<file path="config.mk">
export PLATFORM = sky130hd
export DESIGN_NAME = pos_onehot_decoder_flat
export DESIGN_NICKNAME = d
export VERILOG_FILES = /design/src/rtl/pos_onehot_decoder_if.sv /design/src/rtl/pos_onehot_decoder.sv /design/src/flat_wrapper.sv
export SDC_FILE = /design/constraint.sdc
export NUM_CORES = 1
export LEC_CHECK = 0
export BUFFER_PORTS_ARGS = -buffer_cell sky130_fd_sc_hd__buf_2
export CAP_MARGIN = 40
export CORE_MARGIN = 2
export CORE_UTILIZATION = 56
export DETAILED_ROUTE_END_ITERATION = 10
export PLACE_DENSITY = 0.88
export SYNTH_ARGS = -nofsm -noshare
export SYNTH_HDL_FRONTEND = slang
export SYNTH_SLANG_ARGS = --single-unit
</file>
<file path="constraint.sdc">
create_clock -name clk -period 4.9 [get_ports clk]
set_input_delay 0.245 -clock clk [delete_from_list [all_inputs] [get_ports clk]]
set_output_delay 0.245 -clock clk [all_outputs]
set_load 0.005 [all_outputs]
</file>
<file path="src/rtl/pos_onehot_decoder_if.sv">
// Handshake bundle between a position-code producer and a one-hot consumer.
// Latency: none (wires only).
// Backpressure: carried by in_ready / out_ready.
interface pos_onehot_decoder_if #(
  parameter int DEPTH = 4
) ();
  localparam int LW = $clog2(DEPTH) + 1;

  logic          in_valid;
  logic          in_ready;
  logic [1:0]    in_pos;
  logic          in_none;
  logic          out_valid;
  logic          out_ready;
  logic [3:0]    out_onehot;
  logic [3:0]    seen_mask;
  logic          seen_clear;
  logic [LW-1:0] level;

  // Decoder side
  modport slave (
    input  in_valid, in_pos, in_none, out_ready, seen_clear,
    output in_ready, out_valid, out_onehot, seen_mask, level
  );

  // Producer / consumer side
  modport master (
    output in_valid, in_pos, in_none, out_ready, seen_clear,
    input  in_ready, out_valid, out_onehot, seen_mask, level
  );
endinterface

</file>
<file path="src/rtl/pos_onehot_decoder.sv">
// Buffers {none,pos} codes in a DEPTH-entry FIFO and emits the rebuilt 4-bit one-hot word.
// Latency: 1 cycle from push to head on an empty FIFO; no bypass path.
// Backpressure: in_ready drops when full (registered, ignores same-cycle pop); head holds while out_ready=0.
module pos_onehot_decoder #(
  parameter int DEPTH = 4
) (
  input  logic                  clk,
  input  logic                  resetn,
  pos_onehot_decoder_if.slave   bus
);
  localparam int AW = $clog2(DEPTH);
  localparam int LW = AW + 1;

  typedef struct packed {
    logic       none;
    logic [1:0] pos;
  } entry_t;

  entry_t        mem_q [DEPTH];
  logic [AW-1:0] wr_ptr_q, wr_ptr_d;
  logic [AW-1:0] rd_ptr_q, rd_ptr_d;
  logic [LW-1:0] level_q, level_d;
  logic [3:0]    seen_q, seen_d;

  logic          in_ready;
  logic          out_valid;
  logic          push;
  logic          pop;
  entry_t        head;
  logic [3:0]    onehot;

  // Handshake qualifiers and head decode, all from registered state
  always_comb begin
    in_ready  = (level_q != LW'(DEPTH));
    out_valid = (level_q != '0);
    push      = bus.in_valid & in_ready;
    pop       = out_valid & bus.out_ready;
    head      = mem_q[rd_ptr_q];
    onehot    = 4'b0000;
    if (out_valid && !head.none) begin
      onehot = 4'b0001 << head.pos;
    end
  end

  // Next-state for pointers, occupancy and the sticky seen mask
  always_comb begin
    wr_ptr_d = wr_ptr_q;
    rd_ptr_d = rd_ptr_q;
    level_d  = level_q;
    seen_d   = seen_q;
    if (push) begin
      wr_ptr_d = wr_ptr_q + AW'(1);
    end
    if (pop) begin
      rd_ptr_d = rd_ptr_q + AW'(1);
    end
    case ({push, pop})
      2'b10:   level_d = level_q + LW'(1);
      2'b01:   level_d = level_q - LW'(1);
      default: level_d = level_q;
    endcase
    // A clear wins over a same-cycle pop, dropping that word from the mask
    if (bus.seen_clear) begin
      seen_d = 4'b0000;
    end else if (pop) begin
      seen_d = seen_q | onehot;
    end
  end

  // Control state; reset discards every queued entry at once
  always_ff @(posedge clk or negedge resetn) begin
    if (!resetn) begin
      wr_ptr_q <= '0;
      rd_ptr_q <= '0;
      level_q  <= '0;
      seen_q   <= 4'b0000;
    end else begin
      wr_ptr_q <= wr_ptr_d;
      rd_ptr_q <= rd_ptr_d;
      level_q  <= level_d;
      seen_q   <= seen_d;
    end
  end

  // Entry storage; contents are meaningless until written, so no reset
  always_ff @(posedge clk) begin
    if (push) begin
      mem_q[wr_ptr_q] <= entry_t'{none: bus.in_none, pos: bus.in_pos};
    end
  end

  assign bus.in_ready   = in_ready;
  assign bus.out_valid  = out_valid;
  assign bus.out_onehot = onehot;
  assign bus.seen_mask  = seen_q;
  assign bus.level      = level_q;
endmodule
</file>
<file path="src/flat_wrapper.sv">
// flat-port wrapper written by rule: the top's interface ports become plain ports
module pos_onehot_decoder_flat 
#(
  parameter int DEPTH = 4
)
  (clk, resetn, bus_in_valid, bus_in_pos, bus_in_none, bus_out_ready, bus_seen_clear, bus_in_ready, bus_out_valid, bus_out_onehot, bus_seen_mask, bus_level);
  pos_onehot_decoder_if #(.DEPTH(DEPTH)) bus_i ();
  input  logic clk;
  input  logic resetn;
  input wire logic [$bits(bus_i.in_valid)-1:0] bus_in_valid;
  input wire logic [$bits(bus_i.in_pos)-1:0] bus_in_pos;
  input wire logic [$bits(bus_i.in_none)-1:0] bus_in_none;
  input wire logic [$bits(bus_i.out_ready)-1:0] bus_out_ready;
  input wire logic [$bits(bus_i.seen_clear)-1:0] bus_seen_clear;
  output wire logic [$bits(bus_i.in_ready)-1:0] bus_in_ready;
  output wire logic [$bits(bus_i.out_valid)-1:0] bus_out_valid;
  output wire logic [$bits(bus_i.out_onehot)-1:0] bus_out_onehot;
  output wire logic [$bits(bus_i.seen_mask)-1:0] bus_seen_mask;
  output wire logic [$bits(bus_i.level)-1:0] bus_level;
  assign bus_i.in_valid = bus_in_valid;
  assign bus_i.in_pos = bus_in_pos;
  assign bus_i.in_none = bus_in_none;
  assign bus_i.out_ready = bus_out_ready;
  assign bus_i.seen_clear = bus_seen_clear;
  assign bus_in_ready = bus_i.in_ready;
  assign bus_out_valid = bus_i.out_valid;
  assign bus_out_onehot = bus_i.out_onehot;
  assign bus_seen_mask = bus_i.seen_mask;
  assign bus_level = bus_i.level;
  pos_onehot_decoder #(.DEPTH(DEPTH)) u_core (.clk(clk), .resetn(resetn), .bus(bus_i));
endmodule
</file>
# Yosys cells after proc, flatten, opt, wreduce, memory -nomap -nowiden
# Memories as Yosys holds them, arrays and structs flattened.
# Cells that the tools add are included.
[classes]
add_sub_neg = 4
n_eq_ne = 3
shifts = 1
mux = 6
bitwise_logic = 3
n_reduce_logical = 5
[op_table]
columns = ["operator", "count"]
rows = [
  ["$mux W4", 3],
  ["$pmux W3 S2", 1],
  ["$add A2 B1 Y2 const B", 2],
  ["$or A4 B4 Y4", 1],
  ["$reduce_bool A2 Y1", 2],
  ["$shl A1 B2 Y4 const A", 1],
  ["$add A3 B1 Y3 const B", 1],
  ["$ne A3 B3 Y1 const B", 1],
  ["$reduce_bool A3 Y1", 1],
  ["$sub A3 B1 Y3 const B", 1],
  ["$and A1 B1 Y1", 2],
  ["$eq A2 B1 Y1 const B", 1],
  ["$eq A2 B2 Y1 const B", 1],
  ["$mux W1", 2],
  ["$logic_and A1 B1 Y1", 1],
  ["$logic_not A1 Y1", 1],
]
[word_totals]
regBits = 11
ram_bits = 12
in_bits = 8
out_inout_bits = 13
word_cells = 27
n_memories = 1
[memory_table]
columns = ["memory", "words", "width", "read_ports", "rd_clocked_by_memory_dff", "write_ports", "line_no", "text"]
rows = [
  ["u_core.mem_q", 4, 3, 1, 0, 1, "pos_onehot_decoder.sv:19", "entry_t mem_q [DEPTH];"],
]

# Depth between registers and ports, before layout
# Gate-level depths: netlist of run 1.
# An unclocked memory read counts as a cell.
[logic_depth]
ltp_word = 7
depth_mapped = 9
depth_no_buf = 9

# Least setup slack after synthesis of run 1
# Ideal clock, no wire load.
[synth_path]
kind = "reg-to-reg"
start = "register u_core.level_q[0] (netlist: u_core.bus.level[0])"
end = "register u_core.level_q[2] (netlist: u_core.bus.level[2])"
setup_ns = 0.079
arrival_time_ns = 2.067
required_time_ns = 4.821
setup_slack_ns = 2.754
path_stages_with_launch = 10
n_path_buf = 0
period_less_slack_ns = 2.146
path_cell_list = "dfrtp_1 -> or3b_1 -> and2_1 -> inv_1 -> ha_1 -> inv_1 -> fa_1 -> xor2_1 -> nor2_1 -> xor2_1"
[synth_via]
elab_chain_len = 4
elab_cells_between_ends = 10
[synth_lines]
columns = ["item", "line_no", "text"]
rows = [
  ["start: declaration", "pos_onehot_decoder.sv:22", "logic [LW-1:0] level_q, level_d;"],
  ["start signal: assignment", "pos_onehot_decoder.sv:80", "level_q <= level_d;"],
  ["$ne A3 B3 Y1 *", "pos_onehot_decoder.sv:34", "in_ready = (level_q != LW'(DEPTH));"],
  ["named net bus_in_ready", "flat_wrapper.sv:15", "output wire logic [$bits(bus_i.in_ready)-1:0] bus_in_ready;"],
  ["$and A1 B1 Y1 *", "pos_onehot_decoder.sv:36", "push = bus.in_valid & in_ready;"],
  ["$eq A2 B1 Y1 or $eq A2 B2 Y1 (tied branches)", "pos_onehot_decoder.sv:57", "case ({push, pop})"],
  ["$pmux W3 S2 or $reduce_bool A2 Y1 (tied branches)", "-", ""],
]
# The timed path passes the listed nets; every way through them passes the cells marked *.
# A chain may end at the register's enable or synchronous reset.

# Worst setup path after layout of run 1
[layout_path]
start = "register u_core.level_q[0] (netlist: u_core.bus.level[0])"
end = "register u_core.level_q[2] (netlist: u_core.bus.level[2])"
[layout_via]
elab_chain_len = 4
elab_cells_between_ends = 10
[layout_lines]
columns = ["item", "line_no"]
rows = [
  ["$ne A3 B3 Y1 or $reduce_bool A3 Y1 (tied branches)", "pos_onehot_decoder.sv:34, pos_onehot_decoder.sv:35"],
  ["$and A1 B1 Y1, on equally long branches", "pos_onehot_decoder.sv:36, pos_onehot_decoder.sv:37"],
  ["$eq A2 B1 Y1 or $eq A2 B2 Y1 (tied branches)", "pos_onehot_decoder.sv:57"],
  ["$pmux W3 S2 or $reduce_bool A2 Y1 (tied branches)", "-"],
]
# Parallel ways exist; a longest one is shown, timed or not.

==> run metrics, run 1 <==
grt ovf=0; filler cell count=140; worst r2r src=u_core.bus.level[0]; maximum VDD drop=397 uV; placed inst area=approximately 1200 sq um; RD Place Congestion=approximately 0.65; CTS tree=yes; antenna cells=0; IO Count=21; register area=between 600 and 700 sq um; post-synthesis cell count=77; row count=15; sequential share of power=a little under half; CP Launch Point=u_core.bus.level[0]; vias per cell=around 5.0; WL/cell=about 12 um; fin cells=126; Mapped Avg Cell Area=between 10 and 15 sq um; DR vias=635; Hold Path Sink=u_core.mem_q[0][2]; CTS root buf=clkbuf_4; FF+latch count, synth=23; Worst Reg-to-Reg Cells=9; Clock Latency Late Sink=0.30 ns; Synth warnings=0; # setup viols final=0; Pint=roughly 0.00044 W; number of port buffers=20; Worst setup EP type=flip-flop; Max Cap Viol=0; Total GRT Usage=between 10% and 20%; Die ar.=between 2000 and 2500 sq um; CP required=about 5 ns; footprint of the multi-input gates=approximately 370 sq um; hold depth=1; Cell variety after synth=24; Critical Path Start Type=flip-flop; fin crit period=2.30 ns; post-synth net total=slightly above 90; DRC violations left=0; worst rel slew slack=a little under three quarters; Worst Setup Path Type=reg -> reg; commonest non-fill, non-tap cell in the layout=buf_2; WP data arrival=between 2 and 3 ns; Crit path max-delay family=simple AND/OR/NAND/NOR gates; vias in the first global route=approximately 580; Initial Utilization=about three fifths; post-CTS sizing=0; commonest non-fill, non-tap cells in the layout=20 x buf_2, 12 x inv_1, 12 x edfxtp_1; Post-CTS Setup Inserts=0; Final HPWL DP=about 1.3 mm; H-Tree Depth=1; synthesized area=1060 sq um; Fmax=0.435 GHz; max incr delay on CP=between 0.4 and 0.5 ns; area of the core=1760 sq um; Pwr Density=roughly 550 nW/um^2; clock power share=between 10% and 20%; post-synthesis sequential area ratio=59.8%; Slew @ Worst Pin=between 0.4 and 0.5 ns; Reg-to-Reg End=u_core.bus.level[2]; Hold WC Path Type=in -> reg; critical path's slowest cell=dfrtp_1; largest net degree at the start of global routing=15; first drt pass iteration count=2; combinational power share=about two fifths; outcome=finished, final reports clean; RSZ-0062 raised after global routing=false; Syn-to-layout area delta=15.1%; Nets=116; Worst Path Buf+Inv=2; total CTS buffers=3; placed insts=~120; FF-to-FF setup slack=2.60 ns; die width=~48 um; skew final=between 0.003 and 0.004 ns; WL final=~1.6 mm; worst setup margin=roughly 2.6 ns; crit share post-route=between 40 and 50%; Final ANT Viol Nets=0; Bufs on Longest Clock Path=2; setup total negative slack=0 ns; dpl ws=approximately 2.6 ns; crit-path cells=or3b_1 > and2_1 > inv_1 > ha_1 > inv_1 > fa_1 > xor2_1 > nor2_1 > xor2_1; worst min-delay path startpoint=bus_in_none; initial antenna violation count=0; finished layout cell area=between 1000 and 1500 sq um; Static Leakage=between 0.5 and 0.6 nW; Die Y=about 48 um; clk sinks=23; Starting DRT DRC Count=7; Slew Limit Fails=0; first-pass GRT wire length=between 2 and 2.5 mm; crit-path max FO=6; CTS clock-pin slew for the worst setup and hold paths=0.13 ns; final core utilization=between 60 and 70%; Net Sw Frac=between 30% and 40%; switching power=roughly 0.00024 W; Final Hold Viols=0; layout cells sized above 1=between 20% and 30%
[per-stage QoR]
step	hold WS [ns]	total power [W]
2_1_floorplan	-0.0506	0.000513
6_report	0.145	0.000673
3_5_place_dp	0.128	0.000593
3_3_place_gp	0.122	0.000582
4_1_cts	0.140	0.000682
5_1_grt	0.133	0.000725
[registers in the layout (all words and copies together), names as in the netlist]
signal / count
u_core.bus.seen_mask: 4
u_core.mem_q: 12
u_core.wr_ptr_q: 2
u_core.rd_ptr_q: 2
u_core.bus.level: 3
[layout make-up]
| type | instances | share of cell area [%] |
|---|---|---|
| clock buffer | 3 | 1.84 |
| clock inverter | 1 | 0.613 |
| inverter | 12 | 3.68 |
| multi-input combinational | 41 | 30.4 |
| sequential | 23 | 51.9 |
| tap | 25 | 2.56 |
| timing repair buffer | 21 | 9.00 |
[cell families (layout without fill, tap and decap cells)]
logic type	after synthesis	after routing	synth area share [%]
AOI/OAI and AO/OA	5	5	3.06
xor gates and xnor gates	6	6	4.94
adders and majority gates	6	6	7.76
buffers and inverters	13	37	5.29
DFF	23	23	59.8
muxes	5	5	9.06
and+or+nand+nor	19	19	10.1
[cells in the mapped netlist]
| library cell | count | share of area, % |
|---|---|---|
| mux2_2 | 1 | 1.1 |
| and3_1 | 4 | 2.4 |
| xnor2_1 | 4 | 3.3 |
| inv_1 | 12 | 4.2 |
| buf_6 | 1 | 1.1 |
| fa_1 | 1 | 1.9 |
| xor2_1 | 2 | 1.6 |
| nor3_1 | 1 | 0.47 |
| or2_2 | 1 | 0.59 |
| mux4_1 | 2 | 4.9 |
| or2_1 | 1 | 0.59 |
| nor2_1 | 5 | 1.8 |
| nand2b_1 | 2 | 1.2 |
| and2_1 | 1 | 0.59 |
| mux2i_1 | 1 | 0.94 |
| edfxtp_1 | 12 | 34 |
| dfrtp_1 | 11 | 26 |
| mux4_2 | 1 | 2.1 |
| o22ai_1 | 4 | 2.4 |
| nand2_1 | 2 | 0.71 |
| ha_1 | 5 | 5.9 |
| or3_4 | 1 | 1.1 |
| o31ai_1 | 1 | 0.71 |
| or3b_1 | 1 | 0.82 |
[metal layers]
metal  track usage, %  routed length (um)  vias to the layer above
li1                 -                   -                      314
met1             19.1                 676                      300
met2             27.0                 778                       19
met3             3.40                  77                        2
met4             6.49                  21                        0
met5                0                   0                        -
[worst max-delay path by stage]
stage / to / slack [ns] / depth (start not counted)
CTS: u_core.bus.level[2] / 2.59 / 9
global placement: u_core.bus.level[2] / 2.72 / 9
floorplan: u_core.bus.level[2] / 2.75 / 9
finish: u_core.bus.level[2] / 2.60 / 9
global route: u_core.bus.level[2] / 2.47 / 9
detailed placement: u_core.bus.level[2] / 2.63 / 9
[power groups by stage]
stage | Clock [W] | Sequential (W) | Combinational (W)
5_1_grt | 0.0000987 | 0.000322 | 0.000304
3_5_place_dp | 0 | 0.000320 | 0.000273
4_1_cts | 0.0000911 | 0.000316 | 0.000275
3_3_place_gp | 0 | 0.000315 | 0.000266
2_1_floorplan | 0 | 0.000305 | 0.000208
6_report | 0.0000870 | 0.000315 | 0.000271
[what timing repair did]
action | in CTS | in global routing
setup endpoints to repair | 0 | 0
endpoints found under the hold margin | 11 | 0
hold buffers | 1 | 0
Power figures use the tool's default switching activity.
==> run 2, diff against run 1 <==
--- a/config.mk
+++ b/config.mk
@@ -8,9 +8,9 @@
 export BUFFER_PORTS_ARGS = -buffer_cell sky130_fd_sc_hd__buf_2
 export CAP_MARGIN = 40
 export CORE_MARGIN = 2
-export CORE_UTILIZATION = 56
+export CORE_UTILIZATION = 52
 export DETAILED_ROUTE_END_ITERATION = 10
-export PLACE_DENSITY = 0.88
+export PLACE_DENSITY = 0.83
 export SYNTH_ARGS = -nofsm -noshare
 export SYNTH_HDL_FRONTEND = slang
 export SYNTH_SLANG_ARGS = --single-unit
==> constraint.sdc (replaced) <==
create_clock -name clk -period 2.4 [get_ports clk]
set_input_delay 0.12 -clock clk [delete_from_list [all_inputs] [get_ports clk]]
set_output_delay 0.12 -clock clk [all_outputs]
set_load 0.005 [all_outputs]
==> run metrics, run 2 (synthesized netlist as in run 1, its figures left out) <==
CP required=2.63 ns (was 5.14 ns); Final Total Pwr=0.00139 W (was 0.000673 W); Final Hold Viols=0 (unchanged); hold depth=1 (unchanged); fin crit period=2.27 ns (was 2.30 ns); initial antenna violation count=0 (unchanged); Fmax=0.441 GHz (was 0.435 GHz); Final HPWL DP=1.34 mm (was 1.27 mm); antenna cells=0 (unchanged); skew final=0.00634 ns (was 0.00389 ns); Max Cap Viol=0 (unchanged); Bufs on Longest Clock Path=2 (unchanged); outcome=finished, final reports clean (unchanged); Critical Path Start Type=flip-flop (unchanged); first-pass GRT wire length=2.82 mm (was 2.42 mm); dpl ws=0.136 ns (was 2.63 ns); worst rel slew slack=68.6% (was 70.9%); CTS tree=yes (unchanged); area of the core=1940 sq um (was 1760 sq um); DRC violations left=0 (unchanged); max incr delay on CP=0.46 ns (was 0.47 ns); crit-path max FO=6 (unchanged); Top reg by flops=u_core.mem_q (unchanged); DR vias=639 (was 635); first drt pass iteration count=4 (was 2); # setup viols final=0 (unchanged); Syn-to-layout area delta=15.8% (was 15.1%); RD Place Congestion=0.760 (was 0.650); layout cells sized above 1=28.4% (was 27.7%); worst setup margin=0.132 ns (was 2.60 ns); Worst Reg-to-Reg Cells=9 (unchanged); RSZ-0062 raised after global routing=false (unchanged); Slew Limit Fails=0 (unchanged); crit share post-route=94.5% (was 46.9%); max reg flops=12 (unchanged); grt ovf=0 (unchanged); Slew @ Worst Pin=0.466 ns (was 0.433 ns); Total GRT Usage=15.6% (was 15.7%); critical path's slowest cell=dfrtp_1 (unchanged); H-Tree Depth=1 (unchanged); Hold WC Path Type=in -> reg (unchanged); CTS clock-pin slew for the worst setup and hold paths=0.12 ns (was 0.13 ns); WL final=1.67 mm (was 1.55 mm); die width=49.2 um (was 47.6 um); CTS root buf=clkbuf_4 (unchanged); maximum VDD drop=662 uV (was 397 uV); Pwr Density=1130 nW/um^2 (was 550 nW/um^2); largest net degree at the start of global routing=14 (was 15); Clock Latency Late Sink=0.30 ns (about the same); total CTS buffers=3 (unchanged); vias per cell=4.95 (was 5.04); Static Leakage=0.562 nW (was 0.554 nW); number of port buffers=20 (unchanged); Die Y=49.2 um (was 47.6 um); Final ANT Viol Nets=0 (unchanged); vias in the first global route=672 (was 578); Worst setup EP type=flip-flop (unchanged); WP data arrival=2.50 ns (was 2.54 ns); Die ar.=2420 sq um (was 2260 sq um); Initial Utilization=54.8% (was 60.3%); crit-path cells=or3b_1 > and2_1 > inv_1 > ha_1 > inv_1 > fa_1 > xor2_1 > nor2_1 > xor2_1 (unchanged); Worst Setup Path Type=reg -> reg (unchanged); Starting DRT DRC Count=3 (was 7); WL/cell=13.0 um (was 12.3 um); IO Count=21 (unchanged); row count=16 (was 15); commonest non-fill, non-tap cell in the layout=buf_2 (unchanged); Nets=117 (was 116); clk sinks=23 (unchanged); setup total negative slack=0 ns (unchanged); commonest non-fill, non-tap cells in the layout=20 x buf_2, 12 x inv_1, 12 x edfxtp_1 (unchanged)
run 2: cell count changes in the layout (fill, tap and decap cells not counted):
cell and delta:
clkinvlp_4 -1, clkinv_2 +1, buf_4 +1
run 2: what timing repair did:
action | 4_1_cts | 5_1_grt
setup endpoints to repair | 0 | 0
hold endpoints to repair | 11 | 0
resized for setup | 0 | 0
hold buffers | 1 | 0
setup buffers | 0 | 0
run 2: area by class of cell:
| type | count | area (sq um) |
|---|---|---|
| fill | 169 | 711 |
| inverter | 12 | 45.0 |
| clock buffer | 3 | 22.5 |
| clock inverter | 1 | 5.00 |
| tap | 27 | 33.8 |
| timing repair buffer | 22 | 118 |
| sequential | 23 | 636 |
| multi-input combinational | 41 | 372 |
run 2: worst paths after layout:
| kind | to | slack (ns) | startpoint |
|---|---|---|---|
| worst max-delay path | u_core.bus.level[2] | 0.13 | u_core.bus.level[2] |
| worst min-delay path | u_core.mem_q[0][1] | 0.03 | bus_in_pos[1] |
| worst max register to register | u_core.bus.level[2] | 0.13 | u_core.bus.level[2] |
| worst min register to register | u_core.bus.seen_mask[0] | 0.54 | u_core.bus.seen_mask[0] |
| max in group asynchronous | u_core.wr_ptr_q[0] | 1.97 | resetn |
| min in group asynchronous | u_core.bus.seen_mask[1] | 0.22 | resetn |
run 2: worst max-delay path: cells and delay by family, from the launching register on:
kind | cells | cell delay, ns
AND/OR/NAND/NOR | 3 | 0.79
buffers and inverters | 2 | 0.12
adder cells (fa/ha/maj) | 2 | 0.54
flip-flops | 1 | 0.46
XOR/XNOR | 2 | 0.30
run 2: metrics by stage:
step	std cells	instance area (sq um)	hold slack [ns]	util (%)
after floorplan	77	1060	-0.176	-
after CTS	129	1230	0.0220	63.4
after detailed placement	124	1190	0.00537	61.5
after global routing	129	1230	0.0167	63.4
after global placement	124	1190	-0.00313	61.5
final	129	1230	0.0339	63.4
run 2: report_power, final:
group | leakage, nW | internal [W] | total (W) | switching, W
logic | 0.298 | 0.000303 | 0.000593 | 0.000290
clock network | 0.0177 | 0.0000620 | 0.000168 | 0.000106
registers | 0.247 | 0.000542 | 0.000632 | 0.0000900
run 2: per-layer routing:
metal	share of wire, %	global-route usage (%)	vias to the layer above
met4	0.84	7.14	0
met1	41	17.7	306
li1	-	-	315
met5	0	0	-
met2	52	28.4	16
met3	5.6	2.76	2
==> run 3, diff against run 2 <==
--- a/config.mk
+++ b/config.mk
@@ -7,7 +7,7 @@
 export LEC_CHECK = 0
 export BUFFER_PORTS_ARGS = -buffer_cell sky130_fd_sc_hd__buf_2
 export CAP_MARGIN = 40
-export CORE_MARGIN = 2
+export CORE_MARGIN = 4
 export CORE_UTILIZATION = 52
 export DETAILED_ROUTE_END_ITERATION = 10
 export PLACE_DENSITY = 0.83
==> run metrics, run 3 (synthesized netlist as in run 1, its figures left out) <==
vias per cell=4.88 (was 4.95); first-pass GRT wire length=2.63 mm (was 2.82 mm); worst min-delay path startpoint=bus_in_pos[0] (was bus_in_pos[1]); Hold WC Path Type=in -> reg (unchanged); # setup viols final=0 (unchanged); Nets=118 (was 117); Bufs on Longest Clock Path=2 (unchanged); fin cells=130 (was 129); grt ovf=0 (unchanged); worst rel slew slack=81.3% (was 68.6%); combinational power share=42.4% (was 42.6%); maximum VDD drop=593 uV (was 662 uV); Max Cap Viol=0 (unchanged); filler cell count=171 (was 169); Clock Latency Late Sink=0.30 ns (about the same); CTS root buf=clkbuf_4 (unchanged); clock power share=12.8% (was 12.1%); Fmax=0.445 GHz (was 0.441 GHz); Die Y=53.2 um (was 49.2 um); DRC violations left=0 (unchanged); Pwr Density=1130 nW/um^2 (about the same); Critical Path Start Type=flip-flop (unchanged); max reg flops=12 (unchanged); CTS tree=yes (unchanged); RD Place Congestion=0.735 (was 0.760); Top reg by flops=u_core.mem_q (unchanged); Final Hold Viols=0 (unchanged); largest net degree at the start of global routing=15 (was 14); worst r2r src=u_core.bus.level[1] (was u_core.bus.level[2]); layout cells sized above 1=30.1% (was 28.4%); area of the core=1960 sq um (was 1940 sq um); antenna cells=0 (unchanged); CTS clock-pin slew for the worst setup and hold paths=0.13 ns (was 0.12 ns); Slew Limit Fails=0 (unchanged); critical path's slowest cell=dfrtp_1 (unchanged); Initial Utilization=54.2% (was 54.8%); commonest non-fill, non-tap cells in the layout=20 x buf_2, 12 x inv_1, 12 x edfxtp_1 (unchanged); Syn-to-layout area delta=16.9% (was 15.8%); Final Total Pwr=0.00141 W (was 0.00139 W); outcome=finished, final reports clean (unchanged); crit share post-route=93.7% (was 94.5%); Final ANT Viol Nets=0 (unchanged); clk sinks=23 (unchanged); Slew @ Worst Pin=0.279 ns (was 0.466 ns); sequential share of power=44.8% (was 45.4%); switching power=0.000494 W (was 0.000487 W); CP Launch Point=u_core.bus.level[1] (was u_core.bus.level[2]); placed insts=125 (was 124); first drt pass iteration count=4 (unchanged); finished layout cell area=1240 sq um (was 1230 sq um); skew final=0.00224 ns (was 0.00634 ns); fin crit period=2.25 ns (was 2.27 ns); Post-CTS Setup Inserts=0 (unchanged); die width=53.2 um (was 49.2 um); Net Sw Frac=35.1% (was 34.9%); Worst Setup Path Type=reg -> reg (unchanged); CP required=2.63 ns (about the same); Crit path max-delay family=simple AND/OR/NAND/NOR gates (unchanged); RSZ-0062 raised after global routing=false (unchanged); WP data arrival=2.48 ns (was 2.50 ns); setup total negative slack=0 ns (unchanged); H-Tree Depth=1 (unchanged); IO Count=21 (unchanged); Die ar.=2830 sq um (was 2420 sq um); initial antenna violation count=0 (unchanged); FF-to-FF setup slack=0.15 ns (was 0.13 ns); Worst setup EP type=flip-flop (unchanged); max incr delay on CP=0.44 ns (was 0.46 ns); number of port buffers=20 (unchanged); row count=16 (unchanged); final core utilization=63.4% (about the same); Static Leakage=0.564 nW (was 0.562 nW); Final HPWL DP=1.35 mm (was 1.34 mm); Total GRT Usage=13.3% (was 15.6%); DR vias=635 (was 639); crit-path cells=or3b_4 > and2_1 > inv_1 > ha_1 > inv_1 > fa_1 > xor2_1 > nor2_1 > xor2_1 (was or3b_1 > and2_1 > inv_1 > ha_1 > inv_1 > fa_1 > xor2_1 > nor2_1 > xor2_1); crit-path max FO=6 (unchanged); WL/cell=12.7 um (was 13.0 um); total CTS buffers=3 (unchanged); Worst Path Buf+Inv=2 (unchanged); vias in the first global route=628 (was 672); commonest non-fill, non-tap cell in the layout=buf_2 (unchanged); Pint=0.000915 W (was 0.000906 W); placed inst area=1200 sq um (was 1190 sq um); Starting DRT DRC Count=12 (was 3); WL final=1.65 mm (was 1.67 mm)
run 3: layout make-up:
type | count | area [sq um] | share of cell area (%)
sequential | 23 | 636 | 51.1
multi-input combinational | 41 | 374 | 30.1
timing repair buffer | 23 | 125 | 10.1
inverter | 12 | 45.0 | 3.62
tap | 27 | 33.8 | 2.72
clock buffer | 3 | 22.5 | 1.81
clock inverter | 1 | 7.51 | 0.604
run 3: worst register-to-register path, stage by stage, from the launching register on:
cell	delay (ns)
dfrtp_1	0.44
or3b_4	0.44
and2_1	0.21
inv_1	0.06
ha_1	0.17
inv_1	0.06
fa_1	0.37
xor2_1	0.15
nor2_1	0.11
xor2_1	0.17
run 3: worst paths after layout:
| kind | to | cells after the start |
|---|---|---|
| max | u_core.bus.level[2] | 9 |
| min | u_core.mem_q[1][0] | 1 |
| max reg2reg | u_core.bus.level[2] | 9 |
| min reg2reg | u_core.bus.seen_mask[0] | 2 |
| max in group asynchronous | u_core.rd_ptr_q[0] | 2 |
| min in group asynchronous | u_core.wr_ptr_q[0] | 2 |
run 3: power by group through the flow:
stage	Clock [W]	Sequential [W]	Combinational [W]
floorplan	0	0.000623	0.000425
global placement	0	0.000631	0.000575
detailed placement	0	0.000642	0.000597
CTS	0.000185	0.000633	0.000600
global route	0.000203	0.000648	0.000675
finish	0.000181	0.000632	0.000597
run 3: metrics by stage:
| step | hold WS (ns) | worst slack [ns] |
|---|---|---|
| after floorplan | -0.176 | 0.254 |
| after global placement | -0.00273 | 0.248 |
| after detailed placement | 0.00904 | 0.135 |
| after CTS | 0.0172 | 0.102 |
| after global routing | 0.00495 | 0.0231 |
| final | 0.0240 | 0.152 |
run 3: metal layers:
metal	wire [um]	vias to the layer above	share of wire [%]	global-route usage, %
li1	-	316	-	-
met1	702	301	43	15.4
met2	845	16	51	22.9
met3	87	2	5.3	3.38
met4	12	0	0.73	5.53
met5	0	-	0	0
run 3: what timing repair did:
item	in CTS	in global routing
setup endpoints to repair	0	1
hold buffers	1	0
resized for setup	0	1
hold endpoints to repair	11	0
